<file path="config.mk">
export PLATFORM = sky130hd
export DESIGN_NAME = pokey_audio
export DESIGN_NICKNAME = d
export VERILOG_FILES = /design/src/rtl/pokey_audio.sv
export SDC_FILE = /design/constraint.sdc
export NUM_CORES = 1
export LEC_CHECK = 0
export CORE_MARGIN = 2
export CORE_UTILIZATION = 30
export CTS_BUF_LIST = sky130_fd_sc_hd__clkbuf_4
export CTS_CLUSTER_SIZE = 8
export DETAILED_ROUTE_END_ITERATION = 16
export GPL_TIMING_DRIVEN = 0
export PLACE_DENSITY_LB_ADDON = 0.2
export SETUP_SLACK_MARGIN = 0.02
export SLEW_MARGIN = 20
export SYNTH_ARGS = -nofsm -noshare
export SYNTH_HDL_FRONTEND = slang
export SYNTH_SLANG_ARGS = --single-unit
</file>
<file path="constraint.sdc">
create_clock -name clk_i -period 5.7 [get_ports clk_i]
set_input_delay 1.14 -clock clk_i [delete_from_list [all_inputs] [get_ports clk_i]]
set_output_delay 1.14 -clock clk_i [all_outputs]
set_load 0.02 [all_outputs]
</file>
<file path="src/rtl/pokey_audio.sv">
// pokey_audio: POKEY-style multi-channel tone/noise generator with a strobe/ack
// register port, two polynomial noise sources and a registered level mixer.
module pokey_audio #(
    parameter int NCH      = 4,
    parameter int PRESCALE = 28,
    parameter int MIXW     = 6
) (
    input  logic             clk_i,
    input  logic             rst_i,
    input  logic [3:0]       adr_i,
    input  logic [7:0]       dat_i,
    output logic [7:0]       dat_o,
    input  logic             we_i,
    input  logic             stb_i,
    output logic             ack_o,
    output logic [4*NCH-1:0] chan_o,
    output logic [MIXW-1:0]  mix_o
);
    localparam int PW = (PRESCALE > 2) ? $clog2(PRESCALE) : 1;
    localparam logic [PW-1:0] PRE_LAST = PW'(PRESCALE - 1);

    logic [7:0]      audf_q [NCH];
    logic [7:0]      audf_d [NCH];
    logic [7:0]      audc_q [NCH];
    logic [7:0]      audc_d [NCH];
    logic [7:0]      cnt_q  [NCH];
    logic [7:0]      cnt_d  [NCH];
    logic [3:0]      level  [NCH];
    logic [NCH-1:0]  ff_q, ff_d;
    logic [7:0]      audctl_q, audctl_d;
    logic [PW-1:0]   pre_q, pre_d;
    logic [1:0]      div_q, div_d;
    logic [16:0]     poly17_q, poly17_d;
    logic [8:0]      poly9_q, poly9_d;
    logic [7:0]      dat_q, dat_d;
    logic            ack_q, ack_d;
    logic [MIXW-1:0] mix_q, mix_d;
    logic [7:0]      rd_data;
    logic            raw_tick, base_tick, noise_bit, wr_en, rd_en;

    assign wr_en = stb_i & we_i;
    assign rd_en = stb_i & ~we_i;

    always_comb begin
        rd_data = '0;
        for (int k = 0; k < NCH; k++) begin
            if (adr_i == 4'(2 * k))     rd_data = audf_q[k];
            if (adr_i == 4'(2 * k + 1)) rd_data = audc_q[k];
        end
        if (adr_i == 4'd14) rd_data = audctl_q[1] ? poly9_q[7:0] : poly17_q[7:0];
        if (adr_i == 4'd15) rd_data = audctl_q;
    end

    always_comb begin
        raw_tick  = (pre_q == PRE_LAST);
        pre_d     = raw_tick ? '0 : pre_q + PW'(1);
        div_d     = raw_tick ? div_q + 2'd1 : div_q;
        // The divide-by-4 counter free-runs so AUDCTL[0] changes never re-phase it.
        base_tick = raw_tick && (!audctl_q[0] || (div_q == 2'd3));
        noise_bit = audctl_q[1] ? poly9_q[8] : poly17_q[16];
        poly17_d  = {poly17_q[15:0], poly17_q[16] ^ poly17_q[11]};
        poly9_d   = {poly9_q[7:0], poly9_q[8] ^ poly9_q[3]};
        audctl_d  = (wr_en && adr_i == 4'd15) ? dat_i : audctl_q;
        dat_d     = rd_en ? rd_data : dat_q;
        ack_d     = stb_i;
    end

    // Reloads read the pre-write AUDF, so a same-edge AUDF write lands next reload.
    always_comb begin
        ff_d = ff_q;
        for (int k = 0; k < NCH; k++) begin
            audf_d[k] = audf_q[k];
            audc_d[k] = audc_q[k];
            cnt_d[k]  = cnt_q[k];
            if (base_tick) begin
                if (cnt_q[k] == 8'd0) begin
                    cnt_d[k] = audf_q[k];
                    ff_d[k]  = audc_q[k][7] ? ~ff_q[k] : noise_bit;
                end else begin
                    cnt_d[k] = cnt_q[k] - 8'd1;
                end
            end
            if (wr_en && adr_i == 4'(2 * k))     audf_d[k] = dat_i;
            if (wr_en && adr_i == 4'(2 * k + 1)) audc_d[k] = dat_i;
        end
    end

    always_comb begin
        chan_o = '0;
        mix_d  = '0;
        for (int k = 0; k < NCH; k++) begin
            level[k]          = (audc_q[k][4] || ff_q[k]) ? audc_q[k][3:0] : 4'd0;
            chan_o[4*k +: 4]  = level[k];
            mix_d             = mix_d + MIXW'(level[k]);
        end
    end

    always_ff @(posedge clk_i or posedge rst_i) begin
        if (rst_i) begin
            for (int k = 0; k < NCH; k++) begin
                audf_q[k] <= '0;
                audc_q[k] <= '0;
                cnt_q[k]  <= '0;
            end
            ff_q     <= '0;
            audctl_q <= '0;
            pre_q    <= '0;
            div_q    <= '0;
            poly17_q <= '1;
            poly9_q  <= '1;
            dat_q    <= '0;
            ack_q    <= 1'b0;
            mix_q    <= '0;
        end else begin
            for (int k = 0; k < NCH; k++) begin
                audf_q[k] <= audf_d[k];
                audc_q[k] <= audc_d[k];
                cnt_q[k]  <= cnt_d[k];
            end
            ff_q     <= ff_d;
            audctl_q <= audctl_d;
            pre_q    <= pre_d;
            div_q    <= div_d;
            poly17_q <= poly17_d;
            poly9_q  <= poly9_d;
            dat_q    <= dat_d;
            ack_q    <= ack_d;
            mix_q    <= mix_d;
        end
    end

    assign dat_o = dat_q;
    assign ack_o = ack_q;
    assign mix_o = mix_q;
endmodule

</file>
==> run metrics <==
Synth Net Count=734; startpoint types=register; relative slew slack=24.93%; worst-skew pair later-pin latency=570 ps; WL final=21810 um; Hold WC Path Type=reg -> reg; I/O Pins=47; drt wl/cell=19.67 um; Max VDD drop=0.0001469 V; DR WL met2=~10000 um; yosys warns=0; post-layout util=34.93%; Seq. cell area=3936 um2; fraction of layout instances using a drive strength above 1=21.11%; via count=5635; clk_skew=19.73 ps; antenna viol nets, final=0; M1 wire length=10530 um; area of the multi-input gates=3580 um2; count of buffers from port buffering=44; fill count=2640; Main synth FF type=dfrtp_1; drt first pass iters=6; r2r worst-path depth=9; worst-margin pin slew=approximately 1100 ps; Resize count post-CTS=0; CP arrival=around 2200 ps; Die H=165.5 um; gpl congestion=0.8351; dpl cell area=8720 um2; Req. time, crit path=4560 ps; number of synthesized flops with an enable pin=0; initial antenna violation count=1; WHS Endpoint=poly17_q[15]; largest net degree at the start of global routing=94; Synth Instances=695; Synth async-reset ratio=between 90% and 100%; Final min period=3379 ps; clk buf depth=2; layout overhead on the synthesized area=15.33%; critical path type=reg -> out; core area=around 26000 um2; P_leak=3.884 nW; hold depth=0; #FFs+latches synth=between 150 and 200; nets=798; final instance area=9025 um2; commonest non-fill, non-tap cell in the layout=dfrtp_1; vias in the first global route=5651; Mapped Area=7825 um2; Max H-tree Level=4; uppermost layer routed=met4; global-route wire length before repair=34230 um; FF-to-FF End=mix_o[5]; clock power share=~25%; Sw Ratio=36.39%; CTS Buf Count=17; die area=~27000 um2; max-cap viol count=0; # DRC=0; drt via density=5.081; Fmax=0.2960 GHz; HPWL Detailed=15550 um; Pint=1.827 mW; Reg clk slew, reported paths=around 150 ps; Reg power frac=49.7%; gr usage total=between 10% and 20%; register area share after synthesis=50.30%; R2R setup slack=between 2000 and 3000 ps; Die X=165.5 um; clk sinks=156; initial core utilization=30.29%; setup violators final=0; Max Fanout on Critical Path=5; Psw=1.045 mW; Pwr Density=318.3 nW/um2; most frequent cells in the layout=dfrtp_1, mux2_2, nor2_1, clkdlybuf4s50_1, inv_1; DRT iter0 DRCs=348; post-CTS setup buffer count=0; GRT Residual Overflow=0; TritonCTS clock tree=yes; Final period util=59.27%; Clock Tree Root=clkbuf_4; synth unique cells=69; worst setup path start=ff_q[2]; Max Transition Viols Final=0; status=complete, no violations; RSZ-0062 raised after global routing=false; CP Capture Type=output port; syn_area_per_cell=roughly 11 um2; worst r2r src=ff_q[0]; Logic pwr share=about a quarter; Met3 Routed Length=between 800 and 900 um; Hold Buf Count CTS=0; Std-Cell Rows=59; HP Start=poly17_q[14]; Final Hold Viols=0
critical path, cell delays in order, from the launching register on:
cell and delay, ps:
dfrtp_1 500, o21ai_0 540, inv_1 90, clkdlybuf4s50_1 550
power groups by stage:
| stage | clock [mW] | combinational, mW | sequential (mW) |
|---|---|---|---|
| 6_report | 0.703 | 0.741 | 1.43 |
| 5_1_grt | 0.779 | 0.829 | 1.45 |
| 4_1_cts | 0.733 | 0.748 | 1.43 |
| 3_5_place_dp | 0 | 0.745 | 1.45 |
| 3_3_place_gp | 0 | 0.739 | 1.45 |
| 2_1_floorplan | 0 | 0.496 | 1.41 |
cells by family (layout without fill, tap and decap cells):
family,Yosys count,in the layout,synth area share (%)
AO/OA/AOI/OAI,164,164,14.73
AND/OR/NAND/NOR,161,161,10.89
flip-flops,156,156,50.30
multiplexers,105,105,14.79
buffers and inverters,79,156,4.061
adder cells (fa/ha/maj),23,23,4.445
XOR/XNOR,7,7,0.7835
other,0,2,0
area by class of cell:
type | instances | area share, %
Inverter | 41 | 1.788
Clock inverter | 15 | 1.816
Buffer | 38 | 1.816
Antenna cell | 2 | 0.05546
Multi-Input combinational cell | 460 | 39.66
Timing Repair Buffer | 45 | 5.185
Tap cell | 335 | 4.644
Sequential cell | 156 | 43.62
Clock buffer | 17 | 1.414
how the worst max path moves through the flow:
stage / endpoint / slack, ps / cells past startpoint
after detailed placement: dat_o[7] / 2020 / 7
after global placement: mix_o[4] / -2140 / 2
after floorplan: ack_o / 400 / 1
final: chan_o[8] / 2320 / 3
after CTS: chan_o[8] / 2210 / 3
after global routing: chan_o[8] / 2170 / 3
per-stage QoR:
step / std cells / hold WS (ps) / worst slack, ps / setup TNS (ps) / power (mW)
floorplan: 695 / 345.2 / 396.5 / 0 / 1.908
global placement: 1074 / 346.1 / -2142 / -284890 / 2.187
detailed placement: 1075 / 347.2 / 2023 / 0 / 2.195
CTS: 1107 / 368.4 / 2215 / 0 / 2.910
global route: 1108 / 368.1 / 2169 / 0 / 3.063
finish: 1109 / 366.6 / 2321 / 0 / 2.872
routing by layer:
layer  track usage (%)  up-vias
li1                  -     2665
met1             23.83     2842
met2             25.41       98
met3             3.222       30
met4             6.426        0
met5                 0        -
sequential cells by signal (all words and copies together) (netlist names):
name,flops
ack_o,1
audc_q,32
audctl_q,8
audf_q,32
cnt_q,32
dat_o,8
div_q,2
ff_q,4
mix_o,6
poly17_q,17
poly9_q,9
pre_q,5
cells in the mapped netlist, types with 15 or more instances:
| master | count | share of area, % |
|---|---|---|
| o21ai_0 | 38 | 2.4 |
| mux2i_1 | 20 | 2.6 |
| o2bb2ai_1 | 15 | 1.7 |
| nor2_1 | 46 | 2.2 |
| dfstp_2 | 26 | 8.7 |
| ha_1 | 15 | 2.4 |
| a21oi_1 | 24 | 1.5 |
| nand2_1 | 30 | 1.4 |
| clkbuf_1 | 25 | 1.2 |
| mux2_2 | 85 | 12 |
| dfrtp_1 | 130 | 42 |
| inv_1 | 40 | 1.9 |
No activity file was read; power rests on OpenSTA's default activity.
